`src/rtl/instruction_prefetch_pkg.sv`:
```
// Shared widths, FSM encodings and the buffered entry layout for the prefetch unit.
package instruction_prefetch_pkg;
    localparam int AW = 18;
    localparam int DW = 36;

    typedef enum logic [1:0] {
        IDLE    = 2'b00,
        REQ     = 2'b01,
        DISCARD = 2'b10
    } state_t;

    typedef struct packed {
        logic [0:AW-1] addr;
        logic [0:DW-1] data;
    } entry_t;
endpackage

```
`src/rtl/prefetch_fifo.sv`:
```
// DEPTH-entry {addr,data} buffer with head/tail pointers and occupancy count; clr beats wr and pop.
module prefetch_fifo
    import instruction_prefetch_pkg::*;
#(
    parameter int DEPTH = 4,
    parameter int PTRW  = 2
) (
    input  logic            clk,
    input  logic            rst,
    input  logic            en,
    input  logic            wr,
    input  logic            pop,
    input  logic            clr,
    input  entry_t          wdata,
    output entry_t          head,
    output logic [PTRW:0]   count
);
    localparam logic [PTRW:0] FULL = (PTRW+1)'(DEPTH);

    entry_t          mem [DEPTH];
    logic [PTRW-1:0] hd, tl;
    logic            do_wr, do_pop;

    assign do_wr  = wr && (count != FULL);
    assign do_pop = pop && (count != '0);
    assign head   = mem[hd];

    always_ff @(posedge clk or posedge rst) begin
        if (rst) begin
            hd    <= '0;
            tl    <= '0;
            count <= '0;
            for (int i = 0; i < DEPTH; i++) mem[i] <= '0;
        end else if (en) begin
            if (clr) begin
                hd    <= '0;
                tl    <= '0;
                count <= '0;
            end else begin
                if (do_wr) begin
                    mem[tl] <= wdata;
                    tl      <= tl + 1'b1;
                end
                if (do_pop) hd <= hd + 1'b1;
                case ({do_wr, do_pop})
                    2'b10:   count <= count + 1'b1;
                    2'b01:   count <= count - 1'b1;
                    default: count <= count;
                endcase
            end
        end
    end
endmodule

```
`src/rtl/instruction_prefetch.sv`:
```
// Sequential instruction fetch: one outstanding memory read, buffered words popped by the IR path.
module instruction_prefetch
    import instruction_prefetch_pkg::*;
#(
    parameter int DEPTH = 4,
    parameter int PTRW  = 2
) (
    input  logic          clk,
    input  logic          rst,
    input  logic          clken,
    output logic          memREQ,
    output logic [0:AW-1] memADDR,
    input  logic          memACK,
    input  logic [0:DW-1] memDATA,
    output logic          instVALID,
    output logic [0:DW-1] instWORD,
    output logic [0:AW-1] instPC,
    input  logic          instTAKE,
    input  logic          flush,
    input  logic [0:AW-1] flushPC
);
    localparam logic [PTRW:0] FULL = (PTRW+1)'(DEPTH);

    state_t        state;
    logic [0:AW-1] fetchPC;
    entry_t        head;
    logic [PTRW:0] count;
    logic          wr;

    assign wr        = (state == REQ) && memACK && !flush;
    assign instVALID = (count != '0);
    assign instWORD  = head.data;
    assign instPC    = head.addr;

    prefetch_fifo #(.DEPTH(DEPTH), .PTRW(PTRW)) u_fifo (
        .clk   (clk),
        .rst   (rst),
        .en    (clken),
        .wr    (wr),
        .pop   (instTAKE && instVALID),
        .clr   (flush),
        .wdata ('{addr: memADDR, data: memDATA}),
        .head  (head),
        .count (count)
    );

    always_ff @(posedge clk or posedge rst) begin
        if (rst) begin
            state   <= IDLE;
            memREQ  <= 1'b0;
            memADDR <= '0;
            fetchPC <= '0;
        end else if (clken) begin
            if (flush) fetchPC <= flushPC;
            case (state)
                IDLE: begin
                    if (count != FULL && !flush) begin
                        memREQ  <= 1'b1;
                        memADDR <= fetchPC;
                        state   <= REQ;
                    end
                end
                REQ: begin
                    if (memACK) begin
                        memREQ <= 1'b0;
                        state  <= IDLE;
                        if (!flush) fetchPC <= fetchPC + 1'b1;
                    end else if (flush) begin
                        // the bus read cannot be withdrawn; wait it out and drop it
                        state <= DISCARD;
                    end
                end
                DISCARD: begin
                    if (memACK) begin
                        memREQ <= 1'b0;
                        state  <= IDLE;
                    end
                end
                default: begin
                    memREQ <= 1'b0;
                    state  <= IDLE;
                end
            endcase
        end
    end
endmodule

```
`config.mk`:
```
export PLATFORM = sky130hd
export DESIGN_NAME = instruction_prefetch
export DESIGN_NICKNAME = d
export VERILOG_FILES = /design/src/rtl/instruction_prefetch_pkg.sv /design/src/rtl/prefetch_fifo.sv /design/src/rtl/instruction_prefetch.sv
export SDC_FILE = /design/constraint.sdc
export NUM_CORES = 1
export LEC_CHECK = 0
export ABC_AREA = 1
export BUFFER_PORTS_ARGS = -buffer_cell sky130_fd_sc_hd__buf_2
export CAP_MARGIN = 10
export CORE_ASPECT_RATIO = 0.8
export CORE_MARGIN = 2
export CORE_UTILIZATION = 55
export CTS_BUF_LIST = sky130_fd_sc_hd__clkbuf_4 sky130_fd_sc_hd__clkbuf_8 sky130_fd_sc_hd__clkbuf_16
export CTS_CLUSTER_DIAMETER = 200
export CTS_CLUSTER_SIZE = 28
export DETAILED_ROUTE_END_ITERATION = 10
export PLACE_DENSITY = 0.8
export SYNTH_ARGS = -nofsm -noshare
export SYNTH_HDL_FRONTEND = slang
export SYNTH_SLANG_ARGS = --single-unit
```
`constraint.sdc`:
```
create_clock -name clk -period 18.68 [get_ports clk]
set_clock_uncertainty 0.15 [all_clocks]
set_input_delay 2.802 -clock clk [delete_from_list [all_inputs] [get_ports clk]]
set_output_delay 2.802 -clock clk [all_outputs]
set_load 0.1 [all_outputs]
```
=== Word-level counts from Yosys, hierarchy flattened ===
Index checks and enable logic that the tools add are counted.

* Flip-flop bits (word level): 262
* Input bits: 60
* Output and inout bits: 74
* Logic and storage cells: 80

* Add/subtract/negate cells: 5
* Magnitude comparators: 3
* Eq/ne operators: 9
* Muxes and demuxes: 24
* Bitwise logic cells: 3
* Reductions and logical operators: 21

{| class="wikitable"
|+ Operator list
! operator !! number
|-
| 216-bit bitwise mux || 1
|-
| 54-bit two-way mux || 3
|-
| 54-bit binary-select mux with 2-bit select || 1
|-
| 54-bit demux with 2-bit select || 1
|-
| 18-bit two-way mux || 4
|-
| 18-bit by 1-bit adder with 18-bit output (second input constant) || 1
|-
| 2-bit two-way mux || 8
|-
| 3-bit AND reduction || 3
|-
| 1-bit logical AND || 7
|-
| 3-bit >= comparator (second input constant) || 2
|-
| 3-bit inequality test (second input constant) || 2
|-
| 2-bit NOT with 3-bit output || 2
|-
| 2-bit case mux with 3 select lines || 1
|-
| 3-bit case mux with 2 select lines || 1
|-
| 2-bit AND reduction || 3
|-
| 3-bit nonzero test || 2
|-
| 2-bit by 1-bit adder with 2-bit output (second input constant) || 2
|-
| 2-bit by 1-bit == test with 1-bit output (second input constant) || 2
|-
| 2-bit == test (second input constant) || 2
|-
| 2-bit inequality test (second input constant) || 2
|-
| 4-bit AND reduction || 1
|-
| 2-bit nonzero test || 2
|-
| 3-bit by 1-bit adder with 3-bit output (second input constant) || 1
|-
| 3-bit by 1-bit less-than comparator with 1-bit output (second input constant) || 1
|-
| other kinds (9) || 10
|}

=== Longest topological paths before layout ===
* Depth after elaboration: 7
* Depth in mapped cells: 16
* Mapped depth without buffers: 16

=== Modules after synthesis ===
From an unflattened synthesis, not the netlist that was laid out.

* Cells, all modules: 1620
* Area total of the unflattened synthesis: 12645.9 µm²

{| class="wikitable"
|+ By module, submodules not included
! module !! times used !! cells an instance !! area each (µm²) !! seq. area each (µm²)
|-
| prefetch_fifo || 1 || 1301 || 10356.2 || 5580.4
|-
| instruction_prefetch || 1 || 319 || 2289.7 || 975.9
|}

=== Least setup slack after synthesis ===
OpenSTA, ideal clock, no wires.

* Path type: register to output
* Start point: register u_fifo.hd[1]
* End point: output port instPC[10] (netlist bit)
* Arrival time: 2.621 ns
* Data required time: 15.728 ns
* Slack: 13.107 ns
* Stages on the path, launching flop included: 7
* Buffers on the path: 3
* Cells stage by stage: dfrtp_1 > clkbuf_1 > inv_1 > clkbuf_1 > clkbuf_1 > o21ai_0 > o22ai_1

* Longest elaborated chain between the ends: 4

{| class="wikitable"
|+ RTL lines
! element !! line !! text
|-
| from (decl) || prefetch_fifo.sv:21 || <nowiki>logic [PTRW-1:0] hd, tl;</nowiki>
|-
| from (signal assigned) || prefetch_fifo.sv:44 || <nowiki>if (do_pop) hd <= hd + 1'b1;</nowiki>
|-
| 2-bit NOT with 3-bit output (implied by the code) || prefetch_fifo.sv:26 || <nowiki>assign head = mem[hd];</nowiki>
|-
| 54-bit binary-select mux with 2-bit select || prefetch_fifo.sv:26 ||
|-
| 54-bit two-way mux (implied by the code) (2 in series) || prefetch_fifo.sv:26 ||
|-
| to (decl) || instruction_prefetch.sv:17 || <nowiki>output logic [0:AW-1] instPC,</nowiki>
|}

Every way passes these cells. The select of a mux whose other input is x is not followed.

=== Worst setup path after layout ===
* Start point: register u_fifo.hd[0]
* End point: output port instWORD[19] (netlist bit)

* Longest elaborated chain between the ends: 4

{| class="wikitable"
|+ RTL lines
! element !! line !! text
|-
| 2-bit NOT with 3-bit output (implied by the code) || prefetch_fifo.sv:26 ||
|-
| 54-bit binary-select mux with 2-bit select || prefetch_fifo.sv:26 ||
|-
| 54-bit two-way mux (implied by the code) (2 in series) || prefetch_fifo.sv:26 ||
|-
| to (decl) || instruction_prefetch.sv:16 || <nowiki>output logic [0:DW-1] instWORD,</nowiki>
|}

Every way passes these cells. The select of a mux whose other input is x is not followed.

==> key figures <==
Outcome
  – Run status: complete, no violations

Clocking
  – Post-CTS resize count: 0
  – Clk sinks: approximately 260
  – Number of H-tree levels: 1
  – Clock Tree Buf Depth: 3
  – Worst-skew pair later-pin latency: 0.48 ns
  – Clock slew at reported path FFs: 0.10 ns
  – TritonCTS buffer count: 13
  – CTS tree: built
  – Setup Buffers After CTS: 0
  – Clk root buf: clkbuf_16
  – # hold bufs at CTS: 0

Worst setup path
  – Max incr delay on CP: just under 0.8 ns
  – Critical Path, Cell by Cell: inv_2 > buf_4 > o21ai_0 > o22ai_1 > buf_2
  – Critical Path RT: 15.73 ns
  – Reg2reg end: u_fifo.mem[117]
  – Critical Path Start Type: register
  – CP Launch Point: u_fifo.hd[0]
  – WS Path Type: register to primary output
  – WP data arrival: between 3 and 4 ns
  – Start of the worst register-to-register path: state[1]
  – CP max stage cell: inv_2
  – Reg2Reg Depth: 8
  – Worst setup path end: instWORD[19]
  – R2r setup slk: ~16 ns
  – CP endpoint kind: primary output
  – CP max FO: 59

Synth
  – Synth cell types: 30
  – FF+latch count, synth: between 200 and 300
  – Yosys warnings: 0
  – Commonest cells in the netlist: 320 x nand2_1, 290 x o21ai_0, 262 x dfrtp_1
  – Synth Net Count: 1472
  – Syn avg cell area: roughly 8.4 um^2
  – Area contributors post-synth: dfrtp_1 55%, o21ai_0 12%, nand2_1 10%
  – Count leader, synth: nand2_1
  – Post-synth EDFFs: 0
  – Mapped Area: between 0.01 and 0.015 mm^2
  – Dominant synthesized flop cell: dfrtp_1
  – Syn Inst Count: roughly 1.4k
  – Ys async rst share: 100%
  – Area leader, netlist: dfrtp_1
  – Seq/Total Area, Yosys: a little under three fifths
  – Post-synth top area share: between 50% and 60%

Floorplanning
  – Die height: between 100 and 150 um
  – Die width: 168 um
  – FP Rows: between 40 and 50
  – Top-Level Pins: 134
  – Starting Density: a little under three fifths
  – Die area: 0.0227 mm^2
  – Core area: between 0.02 and 0.025 mm^2

Global routing
  – GRT Residual Overflow: 0
  – First-pass GRT wire length: ~46000 um
  – Tot GR Track Use: approximately 25%
  – Largest net degree at the start of global routing: 125
  – Vias in the first global route: roughly 9.1k
  – Initial antenna violation count: 1

STA
  – Setup violators final: 0
  – Final hold violation count: 0
  – Worst setup margin: roughly 12 ns
  – Minimum clock period: around 6.4 ns
  – Fin crit share: 34.2%
  – Final Max Tran Viols: 0
  – Slew @ Worst Pin: around 1.2 ns
  – Relative slew margins: roughly a fifth
  – Post-Route Setup TNS: 0 ns
  – RSZ-0062 raised after global routing: no
  – Achievable Freq: around 160 MHz

Detailed routing
  – Final routed DRC violation total: 0
  – Routed via count: between 9k and 10k
  – 1st-iter DRT viols: 922
  – Final WL: between 20000 and 30000 um
  – DRT antenna net count: 0
  – Routed wire per std cell: approximately 16 um
  – DR pass1 iterations: 5
  – Via density: roughly 5.7

Min path
  – Hold depth: 2
  – Worst hold path type: register to register

Finish
  – Layout area overhead: 8.38%
  – Layout cells sized above 1: 12.3%
  – Final instance area: 0.0128 mm^2
  – Post-Route Utilization: 61.5%
  – Nets: roughly 1.5k

Run
  – Reported max-cap violation count: 0

Placed design
  – Gpl congestion: a little under 0.9
  – Post-Place Setup Slack: approximately 13 ns
  – IO Port Bufs: between 100 and 150
  – Hpwl dp: 17200 um
  – Placed cell area: between 0.01 and 0.015 mm^2
## metrics by stage
step,std cells,hold slack (ns)
final,1738,0.338
after floorplan,1403,0.298
after CTS,1736,0.339
after global placement,1722,0.308
after global routing,1738,0.361
after detailed placement,1722,0.314
## flip-flops by register name, summed over array words and instances (netlist names)
register / count
u_fifo.mem: 216
fetchPC: 18
memADDR: 18
u_fifo.count: 3
state: 2
u_fifo.hd: 2
u_fifo.tl: 2
memREQ: 1
## cell usage in the layout (no fill, tap or decap), types with 4 or more instances in the layout
| cell type | Yosys | routed |
|---|---|---|
| ha_1 | 9 | 9 |
| inv_1 | 101 | 99 |
| o21ai_2 | 15 | 15 |
| nor3_1 | 7 | 7 |
| o21ai_1 | 62 | 62 |
| o22ai_1 | 55 | 55 |
| clkbuf_16 | 0 | 13 |
| a21oi_1 | 10 | 10 |
| dfrtp_1 | 262 | 261 |
| nand3_1 | 24 | 24 |
| buf_4 | 0 | 6 |
| o211ai_1 | 6 | 6 |
| o21ai_0 | 290 | 290 |
| buf_2 | 4 | 133 |
| nand2_1 | 320 | 320 |
| nor2_1 | 131 | 131 |
| nand2_4 | 4 | 4 |
| nand4_1 | 5 | 5 |
## area by class of cell
| class | instances | area (um^2) |
|---|---|---|
| fillers | 1835 | 8050 |
| flip-flops and latches | 262 | 6560 |
| multi-input cells | 949 | 4460 |
| repair buffers | 140 | 726 |
| inverters | 103 | 397 |
| well taps | 269 | 337 |
| clock buffers | 13 | 325 |
| clock inverters | 1 | 20.0 |
| diodes | 1 | 2.50 |
## per-layer routing
metal  track usage, %  wire, um
met1             38.1     13500
met5                0         0
met2             38.6     12500
met4             5.17       420
met3             3.18      1530
## worst min path at each step
stage,startpoint,to,slack (ns)
finish,u_fifo.mem[76],u_fifo.mem[76],0.34
global route,u_fifo.mem[107],u_fifo.mem[107],0.36
CTS,u_fifo.mem[161],u_fifo.mem[161],0.34
detailed placement,u_fifo.mem[161],u_fifo.mem[161],0.31
global placement,u_fifo.mem[141],u_fifo.mem[141],0.31
floorplan,u_fifo.mem[100],u_fifo.mem[100],0.30
## kinds of logic after synthesis
| group | synth area share (%) |
|---|---|
| AOI/OAI and AO/OA | 20.0 |
| xor gates and xnor gates | 0.222 |
| adders and majority gates | 0.951 |
| buffers and inverters | 6.91 |
| DFF | 55.4 |
| muxes | 0.0846 |
| and+or+nand+nor | 16.5 |
## critical path, delay by kind of cell (launching register included)
family / cells / cell delay (ns)
flops: 1 / 0.67
buf+inv: 3 / 1.89
compound gates: 2 / 0.37
Power is left out: the tool's default activity adds up to more than one toggle a clock period on the data nets, which glitch-free logic cannot reach.
